===== config.mk =====
export PLATFORM = sky130hd
export DESIGN_NAME = io_pwm_multi
export DESIGN_NICKNAME = d
export VERILOG_FILES = /design/src/rtl/io_pwm_pkg.sv /design/src/rtl/io_pwm_chan.sv /design/src/rtl/io_pwm_multi.sv
export SDC_FILE = /design/constraint.sdc
export NUM_CORES = 1
export LEC_CHECK = 0
export BUFFER_PORTS_ARGS = -buffer_cell sky130_fd_sc_hd__buf_2
export CORE_MARGIN = 2
export CORE_UTILIZATION = 35
export DETAILED_ROUTE_END_ITERATION = 6
export MAX_ROUTING_LAYER = met4
export PLACE_DENSITY = 0.58
export SYNTH_ARGS = -nofsm -noshare
export SYNTH_HDL_FRONTEND = slang
export SYNTH_SLANG_ARGS = --single-unit

===== constraint.sdc =====
create_clock -name clk -period 4.8 [get_ports clk]
set_clock_uncertainty 0.2 [all_clocks]
set_input_delay 0.72 -clock clk [delete_from_list [all_inputs] [get_ports clk]]
set_output_delay 0.72 -clock clk [all_outputs]
set_load 0.03 [all_outputs]

===== src/rtl/io_pwm_pkg.sv =====
// Register map, field positions and address decode shared by the PWM block and its channels.
package io_pwm_pkg;

    localparam logic [3:0] OFS_CTRL     = 4'd0;
    localparam logic [3:0] OFS_PRESCALE = 4'd1;
    localparam logic [3:0] OFS_PERIOD   = 4'd2;
    localparam logic [3:0] OFS_STATUS   = 4'd3;
    localparam logic [3:0] OFS_DUTY0    = 4'd4;

    localparam int CTRL_EN_BIT     = 0;
    localparam int CTRL_IRQ_EN_BIT = 1;
    localparam int STATUS_WRAP_BIT = 0;

    typedef struct packed {
        logic       hit;
        logic [3:0] ofs;
    } reg_dec_t;

    // A 16-word window starting at base; works for unaligned bases too.
    function automatic reg_dec_t decode_adr(input logic [13:0] adr, input logic [13:0] base);
        logic [13:0] diff;
        diff           = adr - base;
        decode_adr.hit = (diff[13:4] == 10'd0);
        decode_adr.ofs = diff[3:0];
    endfunction

endpackage


===== src/rtl/io_pwm_chan.sv =====
// One PWM channel: programmed duty, period-aligned shadow copy, compare and output flop.
module io_pwm_chan #(
    parameter int CNT_W = 16
) (
    input  logic             clk,
    input  logic             rst_n,
    input  logic             enable_i,
    input  logic             wrap_i,
    input  logic             duty_we_i,
    input  logic [CNT_W-1:0] wdata_i,
    input  logic [CNT_W-1:0] cnt_i,
    output logic [CNT_W-1:0] duty_o,
    output logic             pwm_o
);

    logic [CNT_W-1:0] duty_q, duty_d;
    logic [CNT_W-1:0] duty_act_q, duty_act_d;
    logic             pwm_q, pwm_d;

    always_comb begin
        duty_d     = duty_we_i ? wdata_i : duty_q;
        duty_act_d = duty_act_q;
        // Idle channels track the programmed value so enabling starts with fresh settings.
        if (!enable_i) begin
            duty_act_d = duty_d;
        end else if (wrap_i) begin
            duty_act_d = duty_q;
        end
        pwm_d = enable_i && (cnt_i < duty_act_q);
    end

    always_ff @(posedge clk) begin
        if (!rst_n) begin
            duty_q     <= '0;
            duty_act_q <= '0;
            pwm_q      <= 1'b0;
        end else begin
            duty_q     <= duty_d;
            duty_act_q <= duty_act_d;
            pwm_q      <= pwm_d;
        end
    end

    assign duty_o = duty_d;
    assign pwm_o  = pwm_q;

endmodule


===== src/rtl/io_pwm_multi.sv =====
// Multi-channel PWM with shared prescaler/period counter and a daisy-chained register read port.
module io_pwm_multi
    import io_pwm_pkg::*;
#(
    parameter int          NCH      = 4,
    parameter int          CNT_W    = 16,
    parameter logic [13:0] BASE_ADR = 14'h3100
) (
    input  logic           clk,
    input  logic           rst_n,
    input  logic           dma_io_we,
    input  logic [15:2]    dma_io_wadr,
    input  logic [31:0]    dma_io_wdata,
    input  logic [15:2]    dma_io_radr,
    input  logic           dma_io_radr_en,
    input  logic [31:0]    dma_io_rdata_in,
    output logic [31:0]    dma_io_rdata,
    output logic [NCH-1:0] pwm_out,
    output logic           pwm_irq
);

    reg_dec_t         wdec, rdec;
    logic             wr_hit, enable, tick, wrap;
    logic [CNT_W-1:0] wdata_trunc;
    logic [CNT_W-1:0] duty_rd [NCH];
    logic [31:0]      rd_val;

    logic [1:0]       ctrl_q, ctrl_d;
    logic [CNT_W-1:0] prescale_q, prescale_d;
    logic [CNT_W-1:0] period_q, period_d;
    logic [CNT_W-1:0] period_act_q, period_act_d;
    logic             status_q, status_d;
    logic [CNT_W-1:0] presc_q, presc_d;
    logic [CNT_W-1:0] cnt_q, cnt_d;
    logic             rd_vld_q, rd_vld_d;
    logic [31:0]      rd_data_q, rd_data_d;

    assign wdec        = decode_adr(dma_io_wadr, BASE_ADR);
    assign rdec        = decode_adr(dma_io_radr, BASE_ADR);
    assign wr_hit      = dma_io_we && wdec.hit;
    assign wdata_trunc = dma_io_wdata[CNT_W-1:0];
    assign enable      = ctrl_q[CTRL_EN_BIT];
    assign tick        = enable && (presc_q == prescale_q);
    assign wrap        = tick && (cnt_q == period_act_q);

    generate
        if (CNT_W < 32) begin : g_wdata_hi
            logic unused_wdata_hi;
            assign unused_wdata_hi = ^dma_io_wdata[31:CNT_W];
        end
    endgenerate

    always_comb begin
        ctrl_d     = (wr_hit && wdec.ofs == OFS_CTRL)     ? dma_io_wdata[1:0] : ctrl_q;
        prescale_d = (wr_hit && wdec.ofs == OFS_PRESCALE) ? wdata_trunc       : prescale_q;
        period_d   = (wr_hit && wdec.ofs == OFS_PERIOD)   ? wdata_trunc       : period_q;

        // A wrap in the same cycle as a clear keeps the flag set.
        status_d = status_q;
        if (wrap) begin
            status_d = 1'b1;
        end else if (wr_hit && wdec.ofs == OFS_STATUS && dma_io_wdata[STATUS_WRAP_BIT]) begin
            status_d = 1'b0;
        end

        period_act_d = period_act_q;
        if (!enable) begin
            period_act_d = period_d;
        end else if (wrap) begin
            period_act_d = period_q;
        end

        presc_d = (!enable || tick) ? '0 : presc_q + CNT_W'(1);
        cnt_d   = cnt_q;
        if (!enable || wrap) begin
            cnt_d = '0;
        end else if (tick) begin
            cnt_d = cnt_q + CNT_W'(1);
        end
    end

    // Read mux uses next-state values so a same-cycle write is returned.
    always_comb begin
        rd_val = 32'd0;
        case (rdec.ofs)
            OFS_CTRL:     rd_val = 32'(ctrl_d);
            OFS_PRESCALE: rd_val = 32'(prescale_d);
            OFS_PERIOD:   rd_val = 32'(period_d);
            OFS_STATUS:   rd_val = 32'(status_d);
            default: begin
                for (int ch = 0; ch < NCH; ch++) begin
                    if (rdec.ofs == OFS_DUTY0 + 4'(ch)) begin
                        rd_val = 32'(duty_rd[ch]);
                    end
                end
            end
        endcase
        rd_vld_d  = dma_io_radr_en && rdec.hit;
        rd_data_d = rd_vld_d ? rd_val : 32'd0;
    end

    always_ff @(posedge clk) begin
        if (!rst_n) begin
            ctrl_q       <= '0;
            prescale_q   <= '0;
            period_q     <= '1;
            period_act_q <= '1;
            status_q     <= 1'b0;
            presc_q      <= '0;
            cnt_q        <= '0;
            rd_vld_q     <= 1'b0;
            rd_data_q    <= '0;
        end else begin
            ctrl_q       <= ctrl_d;
            prescale_q   <= prescale_d;
            period_q     <= period_d;
            period_act_q <= period_act_d;
            status_q     <= status_d;
            presc_q      <= presc_d;
            cnt_q        <= cnt_d;
            rd_vld_q     <= rd_vld_d;
            rd_data_q    <= rd_data_d;
        end
    end

    generate
        for (genvar gi = 0; gi < NCH; gi++) begin : g_chan
            logic duty_we;
            assign duty_we = wr_hit && (wdec.ofs == OFS_DUTY0 + 4'(gi));

            io_pwm_chan #(
                .CNT_W(CNT_W)
            ) u_chan (
                .clk       (clk),
                .rst_n     (rst_n),
                .enable_i  (enable),
                .wrap_i    (wrap),
                .duty_we_i (duty_we),
                .wdata_i   (wdata_trunc),
                .cnt_i     (cnt_q),
                .duty_o    (duty_rd[gi]),
                .pwm_o     (pwm_out[gi])
            );
        end
    endgenerate

    assign dma_io_rdata = rd_vld_q ? rd_data_q : dma_io_rdata_in;
    assign pwm_irq      = status_q & ctrl_q[CTRL_IRQ_EN_BIT];

endmodule


Word level (Yosys, flattened, before mapping)
Index checks and enable logic that the tools add are counted.
W data, S select, Z words.
{"block": "classes", "bitwise": 2, "n_addsub": 4, "n_lt_le_gt_ge": 4, "mux": 25, "eq_ne": 17, "reduce_logical": 27}
{"operator": "$mux W16", "n": 17}
{"operator": "$mux W32", "n": 4}
{"operator": "$pmux W32 S4", "n": 1}
{"operator": "$lt A16 B16 Y1", "n": 4}
{"operator": "$add A16 B1 Y16 const B", "n": 2}
{"operator": "$eq A16 B16 Y1", "n": 2}
{"operator": "$eq A4 B3 Y1 const B", "n": 8}
{"operator": "$sub A14 B14 Y14 const B", "n": 2}
{"operator": "$logic_not A10 Y1", "n": 2}
{"operator": "$logic_and A1 B1 Y1", "n": 17}
{"operator": "$eq A4 B2 Y1 const B", "n": 4}
{"operator": "$eq A4 B1 Y1 const B", "n": 2}
{"operator": "$logic_not A4 Y1", "n": 2}
{"operator": "$reduce_or A2 Y1", "n": 2}
{"operator": "$logic_or A1 B1 Y1", "n": 2}
{"operator": "$mux W1", "n": 2}
{"operator": "$mux W2", "n": 1}
{"operator": "$ne A2 B2 Y1 const B", "n": 1}
{"operator": "$reduce_and A2 Y1", "n": 1}
{"operator": "$and A1 B1 Y1", "n": 1}
{"operator": "$logic_not A1 Y1", "n": 1}
{"operator": "$not A1 Y1", "n": 1}
{"block": "totals", "regBits": 248, "word_cells": 100, "in_bits": 96, "out_inout_bits": 37}

Logic depth before layout (Yosys ltp)
Gate-level depths: netlist of the first run.
{"block": "depth", "word_depth": 10, "depth_mapped": 9, "depth_no_buf": 8}

Hierarchy
From an unflattened synthesis of the first run, not the netlist that was laid out.
{"block": "hier_totals", "hier_cells": 1273, "hier_area_um2": 12379.4}
{"module": "io_pwm_chan", "n_inst": 4, "cells_per_inst": 177, "seq_area_each_um2": 660.6, "area_each_um2": 1783.0}
{"module": "io_pwm_multi", "n_inst": 1, "cells_per_inst": 565, "seq_area_each_um2": 2001.9, "area_each_um2": 5247.5}

Worst setup path before layout of the first run
Ideal clock, no wire load.
{"block": "synth_path", "path_type": "in2reg", "startpoint": "input dma_io_wadr[13] (netlist name)", "endpoint": "register rd_data_q[10]", "required_time_ps": 4468, "path_stages": 7, "n_path_buf": 1, "slack_ps": 2217, "arrival_time_ps": 2251, "setup_ps": 132, "path_cell_list": "nor4b_4 > nand4_2 > buf_4 > mux2i_1 > o22ai_1 > a211oi_1 > a21oi_1"}
{"block": "synth_via", "elab_chain_cells": 10, "word_cells_on_any_way": 20, "cone_classes": "add/sub: 1; mux: 11; reduce/logical: 8"}
{"element": "start: declaration", "line_no": "io_pwm_multi.sv:12", "source": "input logic [15:2] dma_io_wadr,"}
{"element": "$sub A14 B14 Y14 *", "line_no": "io_pwm_pkg.sv:22", "source": "diff = adr - base;"}
{"element": "$logic_not A10 Y1 *", "line_no": "io_pwm_pkg.sv:23", "source": "decode_adr.hit = (diff[13:4] == 10'd0);"}
{"element": "$logic_and A1 B1 Y1 *", "line_no": "io_pwm_multi.sv:40", "source": "assign wr_hit = dma_io_we && wdec.hit;"}
{"element": "$logic_and A1 B1 Y1", "line_no": "io_pwm_multi.sv:129", "source": "assign duty_we = wr_hit && (wdec.ofs == OFS_DUTY0 + 4'(gi));"}
{"element": "$mux W16", "line_no": "io_pwm_chan.sv:21", "source": "duty_d = duty_we_i ? wdata_i : duty_q;"}
{"element": "$mux W16", "line_no": "io_pwm_multi.sv:92", "source": "if (rdec.ofs == OFS_DUTY0 + 4'(ch)) begin"}
{"element": "$mux W32 (3 in a row)", "line_no": "io_pwm_multi.sv:92"}
{"element": "$pmux W32 S4 *", "line_no": "io_pwm_multi.sv:85", "source": "case (rdec.ofs)"}
{"element": "end signal: assignment", "line_no": "io_pwm_multi.sv:122", "source": "rd_data_q <= rd_data_d;"}
{"element": "end: declaration", "line_no": "io_pwm_multi.sv:36", "source": "logic [31:0] rd_data_q, rd_data_d;"}
Every way passes the cells marked *; elsewhere a longest branch is shown, timed or not.
A chain may end at the register's enable or synchronous reset.

Worst setup path in the final report of the first run
{"block": "layout_path", "startpoint": "register cnt_q[1]", "endpoint": "register g_chan[3].u_chan.duty_act_q[13]"}
{"block": "layout_via", "elab_chain_cells": 3}
{"element": "start: declaration", "line_no": "io_pwm_multi.sv:34", "source": "logic [CNT_W-1:0] cnt_q, cnt_d;"}
{"element": "start signal: assignment", "line_no": "io_pwm_multi.sv:120", "source": "cnt_q <= cnt_d;"}
{"element": "$eq A16 B16 Y1", "line_no": "io_pwm_multi.sv:44", "source": "assign wrap = tick && (cnt_q == period_act_q);"}
{"element": "$logic_and A1 B1 Y1", "line_no": "io_pwm_multi.sv:44"}
{"element": "$ne A2 B2 Y1 (no line)"}
{"element": "end signal: assignment", "line_no": "io_pwm_chan.sv:39", "source": "duty_act_q <= duty_act_d;"}
{"element": "end: declaration", "line_no": "io_pwm_chan.sv:17", "source": "logic [CNT_W-1:0] duty_act_q, duty_act_d;"}
Every way passes these cells.

==> results.ini, run 1 <==
[synth]
mappedNetlistNets = 1556
synth_edf_count = 0
synth_cells = 1398
ys.flop_type = dfxtp_1
ys_warn_count = 0
ys_types = 57
yosysSeqAreaShare_pct = 38.1
synthArstFlopShare_pct = 0
synth_top_area_share_pct = 38.1
synth_top_area_cell = dfxtp_1
synth_most_common_cell = dfxtp_1
ys_ff_latch = 232
syn-cell-area_um2 = 12200
synthTopCellsByCount = 232 x dfxtp_1, 193 x a21oi_1, 130 x inv_1
synthTopCellsByArea = dfxtp_1 38%, mux2i_1 9.7%, a21oi_1 7.9%, ha_1 6.4%, nor2b_1 5.2%
synth.avg_cell_area_um2 = 8.72

[power_and_ir_drop]
powerDensity_nw_per_um2 = 304
finalPower_uw = 4270
leakagePower_uw = 0.00623
ir_worst_vdd_v = 0.000232

[run]
max_cap_violations = 0

[worst_setup_path]
worst_ep_required_time_ns = 5.04
arrival_ns = 3.43
startpoint_type = flip-flop
critPathCaptureType = flip-flop
critPathKind = reg -> reg
crit_fanout = 43

[clock_network]
clkTransAtPathRegs_ns = 0.06
clockBufferDepth = 3
cts.sinks = 232
htreeDepth = 1
clk-insertion-delay-late_ns = 0.53
cts_resized = 0
hold_buffers = 0
cts_tree = done
root_buffer = clkbuf_16
numCtsBuffers = 27
cts_setup_buffers = 0

[layout]
nets = 1630
fill_cells = 3491
syn_to_final_growth_pct = 15.4
final_layout_size_suffix_gt1_share_pct = 14.7
regArea_um2 = 4650
multiInputGateArea_um2 = 6660

[floorplanning]
die_area_um2 = 36300
placementRows = 68
core_um2 = 34500
fp.dieH_um = 191
initial_core_util_pct = 35.4
die_w_um = 191
ioPinCount = 133

[min_path]
hp-class = reg -> reg

[grt]
antenna_found_initial = 1
grt_max_degree = 109
grt_busiest_layer = met2
grtUsageMet2_pct = 30.7
use_met1_pct = 26.6
grtUsageMet3_pct = 1.95
gr-total-overflow = 0
grt_pass1_wl_um = 54300
grt_pass1_vias = 9685
grt_use_total_pct = 19.4

[timing]
hold_viol_final = 0
rsz0062_at_grt = no
setup_viol = 0
fmax_mhz = 314
fin_crit_sh_pct = 66.4
tns_ns = 0
period_needed_ns = 3.19
worst_slew_pin_slew_ns = 0.886
relSlewSlack_pct = 41.0
slew_viol_final = 0

[route]
vias_per_cell = 5.13
num_vias = 9986
drtAntennaViolNets = 0
drtIter0Drc = 520
wirelength_um = 34200
drc = 0
wl_per_cell_um = 17.6
dr.pass1.iters = 5

[placement]
dp_hpwl_um = 23700
place_congestion = 0.824
io_buffers = 116

[status]
status = finished, final reports clean

-- kinds of logic (layout without fill, tap and decap cells) --
group                      count (synthesis)  after routing  synth area share [%]
xor gates and xnor gates                  57             57                  4.09
and+or+nand+nor                          310            310                  14.9
other                                      0              1                     0
adders and majority gates                 62             62                  6.36
AOI/OAI and AO/OA                        378            378                  17.7
DFF                                      232            232                  38.1
muxes                                    137            137                  11.4
buffers and inverters                    222            316                  7.40
-- worst paths after layout --
path / from / end / slack, ns / depth (start not counted)
setup / recovery: cnt_q[1] / g_chan[3].u_chan.duty_act_q[13] / 1.61 / 7
hold / removal: g_chan[2].u_chan.duty_q[13] / g_chan[2].u_chan.duty_act_q[13] / 0.25 / 2
setup reg to reg: cnt_q[1] / g_chan[3].u_chan.duty_act_q[13] / 1.61 / 7
hold reg to reg: g_chan[2].u_chan.duty_q[13] / g_chan[2].u_chan.duty_act_q[13] / 0.25 / 2
-- final cells by class --
type                            count  area share, %
Multi-Input combinational cell    944           47.3
Sequential cell                   232           33.0
Timing Repair Buffer              137           5.35
Clock buffer                       32           5.29
Tap cell                          455           4.05
Inverter                          130           3.47
Clock inverter                     17           1.45
Antenna cell                        1         0.0178
-- through the flow --
stage / hold slack, ns / utilization [%] / cell area, µm² / std cells / setup WS (ns)
after detailed placement: 0.240 / 38.1 / 13100 / 1898 / 1.35
after global placement: 0.235 / 38.1 / 13100 / 1898 / 1.35
final: 0.246 / 40.8 / 14100 / 1948 / 1.61
after floorplan: 0.223 / - / 12200 / 1398 / 2.22
after global routing: 0.277 / 40.8 / 14100 / 1948 / 1.41
after CTS: 0.246 / 40.8 / 14100 / 1947 / 1.58
-- cell usage in the layout (no fill, tap or decap), types with 4 or more instances in the layout --
master / n
nand4_1: 32
nor2_1: 46
o2bb2ai_1: 4
clkbuf_8: 5
xor2_1: 20
clkbuf_16: 27
xnor2_1: 37
nor2b_1: 101
mux2_2: 19
buf_4: 21
a21oi_1: 193
a21o_1: 14
a22oi_1: 20
or3b_2: 4
clkinv_2: 7
nand2_1: 31
bufinv_16: 4
nor4b_1: 4
and2_1: 5
o311a_1: 4
o21ai_0: 80
nor3_1: 4
buf_2: 115
or3_1: 10
mux2i_1: 118
inv_1: 130
o22ai_1: 26
dfxtp_1: 231
and3_1: 12
nand2b_1: 24
a211oi_1: 16
nand3_1: 19
o221ai_1: 7
ha_1: 62
-- report_power, final --
part / switching [µW] / internal (µW) / total (µW)
Combinational: 113 / 65.5 / 178
Sequential: 0.0292 / 1920 / 1920
Clock: 847 / 1320 / 2170
Total: 960 / 3310 / 4270
-- worst max-delay path: stages (launching register included) --
cell and delay, ns:
dfxtp_1 0.43, xnor2_1 0.39, nand4_1 0.23, nor4_4 0.35, and2_4 0.66, buf_4 0.47, a22oi_1 0.15, o221ai_1 0.20
-- state kept, by name, indices dropped and copies added, names as in the netlist --
register and count:
period_q 16, presc_q 16, period_act_q 16, ctrl_q 2
g_chan.u_chan.duty_q 64, prescale_q 16, cnt_q 16, rd_data_q 16
g_chan.u_chan.duty_act_q 64, rd_vld_q 1, g_chan.u_chan.pwm_o 4, status_q 1
-- per-layer routing --
metal	vias to the layer above	routed length, µm
li1	5017	-
met1	4695	16500
met2	231	15400
met3	43	1620
met4	0	645
met5	-	0
(Power assumes the default switching activity.)
==> run 2: changes to the inputs <==
Clock period 4.8 ns to 3.1 ns, I/O delays scaled along.
==> results.ini, run 2 (synthesis gave the netlist of run 1 again) <==
[status]
status = finished, final reports clean  ; unchanged

[worst_setup_path]
critPathKind = reg -> reg  ; unchanged
critPathCaptureType = flip-flop  ; unchanged
worst_ep_required_time_ns = 3.29  ; was 5.04 ns
cp_cell_sequence = xnor2_1 > nand4_1 > nor4_4 > and2_4 > buf_4 > mux2i_1 > a22oi_1  ; was xnor2_1 > nand4_1 > nor4_4 > and2_4 > buf_4 > a22oi_1 > o221ai_1
startpoint_type = flip-flop  ; unchanged
r2r_setup_slack_ns = 0.53  ; was 1.61 ns
ff2ff_path_depth = 7  ; unchanged
critPathSlowestCell = dfxtp_1  ; was and2_4
crit_fanout = 17  ; was 43
crit_path_max_incr_delay_ns = 0.64  ; was 0.66 ns
rr_startpoint = cnt_q[5]  ; was cnt_q[1]
arrival_ns = 2.76  ; was 3.43 ns
r2r-end = period_act_q[4]  ; was g_chan[3].u_chan.duty_act_q[13]

[timing]
fin_ws_ns = 0.527  ; was 1.61 ns
setup_viol = 0  ; unchanged
relSlewSlack_pct = 46.1  ; was 41.0%
worst_slew_pin_slew_ns = 0.808  ; was 0.886 ns
rsz0062_at_grt = no  ; unchanged
hold_viol_final = 0  ; unchanged
tns_ns = 0  ; unchanged
fmax_mhz = 389  ; was 314 MHz
fin_crit_sh_pct = 83.0  ; was 66.4%
period_needed_ns = 2.57  ; was 3.19 ns
slew_viol_final = 0  ; unchanged

[placement]
place_congestion = 0.853  ; was 0.824
postPlaceCellArea_um2 = 13300  ; was 13100 µm²
io_buffers = 116  ; unchanged
dp_hpwl_um = 25300  ; was 23700 µm
dp.cells = 1922  ; was 1898
post-place-ws_ns = 0.302  ; was 1.35 ns

[floorplanning]
initial_core_util_pct = 35.4  ; unchanged
die_w_um = 191  ; unchanged
fp.dieH_um = 191  ; unchanged
die_area_um2 = 36300  ; unchanged
placementRows = 68  ; unchanged
ioPinCount = 133  ; unchanged
core_um2 = 34500  ; unchanged

[route]
drtIter0Drc = 631  ; was 520
drc = 0  ; unchanged
dr.pass1.iters = 4  ; was 5
vias_per_cell = 5.15  ; was 5.13
num_vias = 10200  ; was 9986
wl_per_cell_um = 17.9  ; was 17.6 µm
drtAntennaViolNets = 0  ; unchanged
wirelength_um = 35200  ; was 34200 µm

[power_and_ir_drop]
clkPwrFrac_pct = 49.8  ; was 50.8%
seqPwrFrac_pct = 45.9  ; was 45.0%
leakagePower_uw = 0.00635  ; was 0.00623 µW
powerDensity_nw_per_um2 = 456  ; was 304 nW/µm²
combPwrFrac_pct = 4.3  ; was 4.2%
intPower_uw = 5070  ; was 3310 µW
switchingPower_uw = 1420  ; was 960 µW
ir_worst_vdd_v = 0.000378  ; was 0.000232 V
p_sw_share_pct = 21.9  ; was 22.5%

[layout]
nets = 1653  ; was 1630
final_cell_mix = 231 x dfxtp_1, 193 x a21oi_1, 130 x inv_1  ; unchanged
fin_cells = 1971  ; was 1948
final_common_cell = dfxtp_1  ; unchanged
final_layout_size_suffix_gt1_share_pct = 15.4  ; was 14.7%
finish.utilization_pct = 41.3  ; was 40.8%
top_regs = g_chan.u_chan.duty_act_q: 64 flops, g_chan.u_chan.duty_q: 64 flops  ; unchanged
syn_to_final_growth_pct = 16.7  ; was 15.4%
fin_area_um2 = 14200  ; was 14100 µm²

[grt]
grt_use_total_pct = 19.7  ; was 19.4%
grt_pass1_wl_um = 54800  ; was 54300 µm
gr-total-overflow = 0  ; unchanged
antenna_found_initial = 1  ; unchanged
grt_pass1_vias = 9641  ; was 9685
grt_max_degree = 69  ; was 109

[clock_network]
cts.sinks = 232  ; unchanged
hold_buffers = 0  ; unchanged
numCtsBuffers = 26  ; was 27
cts_resized = 0  ; unchanged
clkTransAtPathRegs_ns = 0.06  ; about the same
cts_tree = done  ; unchanged
clockBufferDepth = 3  ; unchanged
clk-insertion-delay-late_ns = 0.53  ; about the same
cts_setup_buffers = 0  ; unchanged
root_buffer = clkbuf_16  ; unchanged
htreeDepth = 1  ; unchanged

[min_path]
min_path_cells = 3  ; was 2
holdCritStartpoint = dma_io_wadr[4]  ; was g_chan[2].u_chan.duty_q[13]
hp-class = in -> reg  ; was reg -> reg
holdPathEnd = status_q  ; was g_chan[2].u_chan.duty_act_q[13]

[run]
max_cap_violations = 0  ; unchanged

-- run 2: changes by cell type in the layout (fill, tap and decap cells not counted) --
| cell | delta |
|---|---|
| clkinvlp_4 | -3 |
| buf_12 | +3 |
| buf_4 | +21 |
| nor3_1 | +1 |
| bufinv_16 | -1 |
| clkbuf_8 | +1 |
| clkinv_2 | -3 |
| clkinv_4 | -3 |
| nor3_2 | -1 |
| clkbuf_1 | +8 |
-- run 2: through the flow --
stage / hold slack, ns / power [µW]
floorplan: 0.223 / 3190
global placement: 0.235 / 3320
detailed placement: 0.238 / 3320
CTS: 0.125 / 6550
global route: 0.167 / 6690
finish: 0.151 / 6490
-- run 2: how the worst max path moves through the flow --
stage | start | to | depth (start not counted)
finish | cnt_q[5] | period_act_q[4] | 7
global route | cnt_q[0] | period_act_q[5] | 7
CTS | cnt_q[1] | period_act_q[8] | 7
detailed placement | dma_io_wadr[2] | rd_data_q[11] | 8
global placement | dma_io_wadr[2] | rd_data_q[11] | 8
floorplan | dma_io_wadr[13] | rd_data_q[10] | 7
-- run 2: per-layer routing --
metal / vias to the layer above / track usage [%] / share of wire [%]
li1: 5062 / - / -
met1: 4822 / 26.8 / 48
met2: 235 / 31.9 / 46
met3: 37 / 2.08 / 4.6
met4: 0 / 4.11 / 1.5
met5: - / - / 0
-- run 2: power groups by stage --
stage,logic [µW],clock network (µW),registers (µW)
2_1_floorplan,145,0,3050
3_3_place_gp,275,0,3050
3_5_place_dp,277,0,3050
4_1_cts,277,3290,2980
5_1_grt,295,3420,2980
6_report,278,3230,2980
-- run 2: final cells by class --
cell class | instances | area, µm²
Fill cell | 3426 | 20200
Multi-Input combinational cell | 944 | 6660
Sequential cell | 232 | 4650
Timing Repair Buffer | 161 | 971
Clock buffer | 41 | 788
Tap cell | 455 | 569
Inverter | 130 | 488
Clock inverter | 7 | 110
Antenna cell | 1 | 2.50
-- run 2: critical path, delay by kind of cell, from the launching register on --
kind                   cells  cell delay [ns]
AND/OR/NAND/NOR            3             0.84
buffers and inverters      1             0.28
XOR/XNOR                   1             0.19
flip-flops                 1             0.64
multiplexers               1             0.20
AO/OA/AOI/OAI              1             0.08
